$ cat config.mk
export PLATFORM = sky130hd
export DESIGN_NAME = mem_arbiter
export DESIGN_NICKNAME = d
export VERILOG_FILES = /design/src/rtl/mem_arbiter.sv
export SDC_FILE = /design/constraint.sdc
export NUM_CORES = 1
export LEC_CHECK = 0
export ABC_AREA = 1
export ABC_CLOCK_PERIOD_IN_PS = 2200
export CORE_MARGIN = 2
export CORE_UTILIZATION = 43
export CTS_BUF_LIST = sky130_fd_sc_hd__clkbuf_8
export CTS_CLUSTER_DIAMETER = 80
export DETAILED_ROUTE_END_ITERATION = 16
export DONT_BUFFER_PORTS = 1
export REMOVE_ABC_BUFFERS = 1
export SETUP_SLACK_MARGIN = 0.5
export SLEW_MARGIN = 5
export SYNTH_ARGS = -nofsm -noshare
export SYNTH_HDL_FRONTEND = slang
export SYNTH_SLANG_ARGS = --single-unit
$ cat constraint.sdc
create_clock -name clk -period 2.2 [get_ports clk]
set_clock_uncertainty 0.2 [all_clocks]
set_input_delay 0.44 -clock clk [delete_from_list [all_inputs] [get_ports clk]]
set_output_delay 0.44 -clock clk [all_outputs]
set_load 0.03 [all_outputs]
$ cat src/rtl/mem_arbiter.sv
// mem_arbiter: shares one single-ported memory between the fetch and data requesters.
// Tie policy is fixed dm priority, or round-robin when ARB_ROUND_ROBIN_EN is defined.
module mem_arbiter #(
  parameter int unsigned ADDR_W  = 32,
  parameter int unsigned DATA_W  = 32,
  parameter int unsigned TIMEOUT = 16
) (
  input  logic              clk,
  input  logic              reset,
  input  logic              if_req,
  input  logic [ADDR_W-1:0] if_addr,
  output logic              if_gnt,
  output logic              if_rvalid,
  output logic [DATA_W-1:0] if_rdata,
  output logic              if_err,
  input  logic              dm_req,
  input  logic              dm_we,
  input  logic [ADDR_W-1:0] dm_addr,
  input  logic [DATA_W-1:0] dm_wdata,
  output logic              dm_gnt,
  output logic              dm_rvalid,
  output logic [DATA_W-1:0] dm_rdata,
  output logic              dm_err,
  output logic              mem_read,
  output logic              mem_write,
  output logic [ADDR_W-1:0] mem_address,
  output logic [DATA_W-1:0] mem_write_data,
  input  logic [DATA_W-1:0] mem_data,
  input  logic              mem_ready,
  output logic              busy
);

  localparam int unsigned      CNT_W    = 8;
  localparam logic [CNT_W-1:0] CNT_LAST = CNT_W'(TIMEOUT - 1);

  typedef enum logic [1:0] {IDLE, ISSUE, WAIT, RESP} state_t;

  state_t            state;
  logic              port_dm;
  logic              we_q;
  logic [CNT_W-1:0]  cnt;
  logic              pick_dm;
  logic              can_grant;
  logic [DATA_W-1:0] resp_data;
  logic              resp_err;

`ifdef ARB_ROUND_ROBIN_EN
  logic last_dm;

  // A tie goes to whichever port was not granted last.
  assign pick_dm = dm_req && (!if_req || !last_dm);

  always_ff @(posedge clk) begin
    if (reset) begin
      last_dm <= 1'b0;
    end else if (if_gnt || dm_gnt) begin
      last_dm <= dm_gnt;
    end
  end
`else
  assign pick_dm = dm_req;
`endif

  // Grants are only offered in IDLE and never while reset is being applied.
  assign can_grant = (state == IDLE) && !reset;
  assign dm_gnt    = can_grant && pick_dm;
  assign if_gnt    = can_grant && if_req && !pick_dm;

  // A timeout response only happens with mem_ready still low; writes return 0.
  assign resp_err  = !mem_ready;
  assign resp_data = (mem_ready && !we_q) ? mem_data : '0;

  always_ff @(posedge clk) begin
    if (reset) begin
      state          <= IDLE;
      port_dm        <= 1'b0;
      we_q           <= 1'b0;
      cnt            <= '0;
      mem_read       <= 1'b0;
      mem_write      <= 1'b0;
      mem_address    <= '0;
      mem_write_data <= '0;
      if_rvalid      <= 1'b0;
      if_rdata       <= '0;
      if_err         <= 1'b0;
      dm_rvalid      <= 1'b0;
      dm_rdata       <= '0;
      dm_err         <= 1'b0;
      busy           <= 1'b0;
    end else begin
      mem_read  <= 1'b0;
      mem_write <= 1'b0;
      if_rvalid <= 1'b0;
      if_rdata  <= '0;
      if_err    <= 1'b0;
      dm_rvalid <= 1'b0;
      dm_rdata  <= '0;
      dm_err    <= 1'b0;

      case (state)
        IDLE: begin
          if (if_gnt || dm_gnt) begin
            port_dm        <= dm_gnt;
            we_q           <= dm_gnt && dm_we;
            mem_address    <= dm_gnt ? dm_addr : if_addr;
            mem_write_data <= dm_gnt ? dm_wdata : '0;
            mem_read       <= !(dm_gnt && dm_we);
            mem_write      <= dm_gnt && dm_we;
            cnt            <= '0;
            busy           <= 1'b1;
            state          <= ISSUE;
          end
        end
        ISSUE: begin
          state <= WAIT;
        end
        WAIT: begin
          if (mem_ready || (cnt == CNT_LAST)) begin
            if (port_dm) begin
              dm_rvalid <= 1'b1;
              dm_rdata  <= resp_data;
              dm_err    <= resp_err;
            end else begin
              if_rvalid <= 1'b1;
              if_rdata  <= resp_data;
              if_err    <= resp_err;
            end
            state <= RESP;
          end else begin
            cnt <= cnt + CNT_W'(1);
          end
        end
        RESP: begin
          we_q           <= 1'b0;
          mem_address    <= '0;
          mem_write_data <= '0;
          busy           <= 1'b0;
          state          <= IDLE;
        end
        default: begin
          state <= IDLE;
        end
      endcase
    end
  end

endmodule

==> results.md <==
* Largest net degree at the start of global routing at 73
* Critical path fanouts, max at 9
* Post-synthesis xor/xnor area fraction at 0
* Crit-path slowest cell: dfxtp_2
* Critical R2R Launch: state[1]
* Failing checks: hold timing
* CTS tree: built
* Max Buffers Root-to-Sink at 2
* Clock Pin Slew Worst Setup and Hold Paths at 0.09 ns
* Final nets at 904
* Most common cell after layout, fill and taps aside: nand2_1
* Mux share of post-synthesis cell area at 0
* Yosys warns at 0
* First-pass GRT wire length at 24.4 mm
* Max_cap viols at 0
* Seq/Total Area, Yosys at 0.552
* Final period util at 0.948
* Num ports at 271
* Global route total overflow at 0
* WL/cell at 18.5 µm
* Non-Filler Instances at 944
* Multi-input gate area at 2550 µm²
* Yosys cell types at 24
* Clock H-tree levels at 4
* Synthesized-area fraction occupied by adder cells at 0.0117
* Die extent in y at 115 µm
* Slew Limit Headroom at 0.734
* Fraction of layout cells with a size suffix above 1 at 0.247
* Fin. max-slew vios at 0
* Post-layout min period at 2.09 ns
* Inst Count DP at 830
* TritonCTS buffer count at 17
* Vias at 4,926
* Clk sinks at 147
* Post-synthesis compound-gate area fraction at 0.0744
* Vias in the first global route at 4,618
* Endpoints failing setup at 0
* FP Rows at 40
* Commonest non-fill, non-tap cells in the layout: nand2_1 (228), dfxtp_1 (142), nor2_1 (77), a21oi_1 (38)
* Clk root buf: clkbuf_8
* DRC violation total after the first TritonRoute iteration at 310
* Tightest Pin Transition at 0.399 ns
* Max frequency at 0.479 GHz
* Setup CP Type: reg -> reg
* Initial Util at 0.442
* Port Buf Inserts at 0
* Crit-path most repeated cell: buf_6
* Die area at 13,300 µm²
* Post-layout util at 0.625
* Mapped Cells at 695
* Hold_sp: reset
* Worst min path class: in -> reg
* Register Area at 2950 µm²
* N_diodes at 0
* CP Cell Sequence: inv_2, ha_4, nand3_4, buf_6, buf_6, nand3_4, nand2_4, nor2_4, buf_6, buf_12, nand3_1, a21oi_2
* Clock Latency Late Sink at 0.44 ns
* P per Cell Area at 1450 nW/µm²
* CTS Hold Bufs at 36
* Fillcell total at 994
* Die span in x at 115 µm
* Per-instance average area after synthesis at 7.67 µm²
* GR Util All Layers at 0.242
* Hold Fails Final Rpt at 71
* Req. time, crit path at 2.38 ns
* Initial antenna violation count at 0
* Final Hold Slack at -0.139 ns
* Drc violations at 0
* Status: finished with violations
* Synth Area in Simple Gates at 0.305
* Core Footprint at 12,100 µm²
* Cell Area, Synth at 5330 µm²
* CP endpoint kind: flip-flop
* Vias/cell at 5.22
* Leakage at 3.03 nW
* Worst Path Arrival at 2.27 ns
* DRT antenna net count at 0
* Worst VDD drop at 0.804 mV
* Detail Placement HPWL at 9.78 mm
* Area Overhead vs Synth at 41.5%
* RSZ-0062 raised after global routing: true
* First drt pass iteration count at 6
* Largest family of logic cells by synthesized area: simple AND/OR/NAND/NOR gates
* Max incr delay on CP at 0.33 ns
* GP Congestion at 0.844
* Synth Register Bits at 147
* Crit path launch: state[1]
* Critical Path Source Type: flip-flop
* Final wirelength at 17.5 mm
[cell type report]
type | count | share of cell area
multi-input combinational | 482 | 0.339
sequential | 147 | 0.392
clock buffer | 21 | 0.0383
inverter | 23 | 0.0138
timing repair buffer | 93 | 0.171
timing repair inverter | 1 | 0.00149
clock inverter | 9 | 0.0173
tap | 168 | 0.0279
[cells in the mapped netlist]
cell type / number / share of area
a21oi_1: 74 / 0.069
buf_2: 16 / 0.015
buf_4: 5 / 0.0070
buf_6: 2 / 0.0042
clkbuf_1: 20 / 0.014
dfxtp_1: 147 / 0.55
ha_1: 5 / 0.012
inv_1: 21 / 0.015
inv_2: 1 / 0.00070
inv_4: 1 / 0.0012
nand2_1: 259 / 0.18
nand2_4: 1 / 0.0021
nand3_1: 45 / 0.042
nand3_2: 2 / 0.0038
nand3_4: 1 / 0.0033
nand3b_1: 3 / 0.0042
nand4_1: 2 / 0.0023
nor2_1: 82 / 0.058
nor2_4: 1 / 0.0021
nor3_2: 1 / 0.0019
nor3b_1: 1 / 0.0014
o21ai_0: 3 / 0.0028
o21bai_2: 1 / 0.0021
or2_2: 1 / 0.0012
[final timing paths]
check / end / slack [ns] / cells past startpoint
max: mem_write_data[1] / 0.11 / 12
min: mem_write_data[21] / -0.14 / 1
max reg2reg: mem_write_data[1] / 0.11 / 12
min reg2reg: we_q / 0.29 / 2
[flip-flops by register name, indices dropped and copies added (netlist names)]
register and cells:
mem_read 1, port_dm 1, we_q 1, if_rdata 32
mem_address 32, mem_write_data 32, cnt 8, dm_rdata 32
mem_write 1, if_rvalid 1, if_err 1, state 2
busy 1, dm_rvalid 1, dm_err 1
[per-stage QoR]
step                cell area, µm²  hold slack (ns)  TNS [ns]  total power, mW  setup slack [ns]
global route                  7540           -0.172         0             11.4            0.0396
finish                        7540           -0.139         0             10.9             0.114
CTS                           6940           -0.171         0             9.94             0.175
floorplan                     5110            0.240    -41.41             5.32            -0.648
global placement              5450            0.288         0             5.98             0.161
detailed placement            5450            0.281         0             6.03            0.0560
[cells by family (layout without fill, tap and decap cells)]
family          after synthesis  count (layout)
compound gates               78              78
fa+ha+maj                     5               5
buf+inv                      66             147
flops                       147             147
simple gates                399             399
[report_power, final]
group / switching (mW) / internal (mW) / total (mW) / leakage (nW)
clock: 1.00 / 1.23 / 2.23 / 0.213
combinational: 2.34 / 2.28 / 4.62 / 1.63
sequential: 1.02 / 3.06 / 4.08 / 1.19
[critical path: cells and delay by family (launching register included)]
family / cells / cell delay [ns]
buffers and inverters: 5 / 0.62
AO/OA/AOI/OAI: 1 / 0.18
AND/OR/NAND/NOR: 5 / 0.50
adder cells (fa/ha/maj): 1 / 0.18
flip-flops: 1 / 0.33
[metal layers]
| layer | share of wire | track usage |
|---|---|---|
| met1 | 0.35 | 0.256 |
| met4 | 0.025 | 0.0916 |
| met3 | 0.094 | 0.0901 |
| met5 | 0 | 0 |
| met2 | 0.53 | 0.436 |
[what timing repair did]
action                                  4_1_cts  5_1_grt
pin swaps                                     9       35
resized for setup                            58      109
cloned                                       12        5
hold endpoints to repair                    141       72
setup buffers                                24        7
endpoints found under the setup margin      147      146
Power figures use the tool's default switching activity.
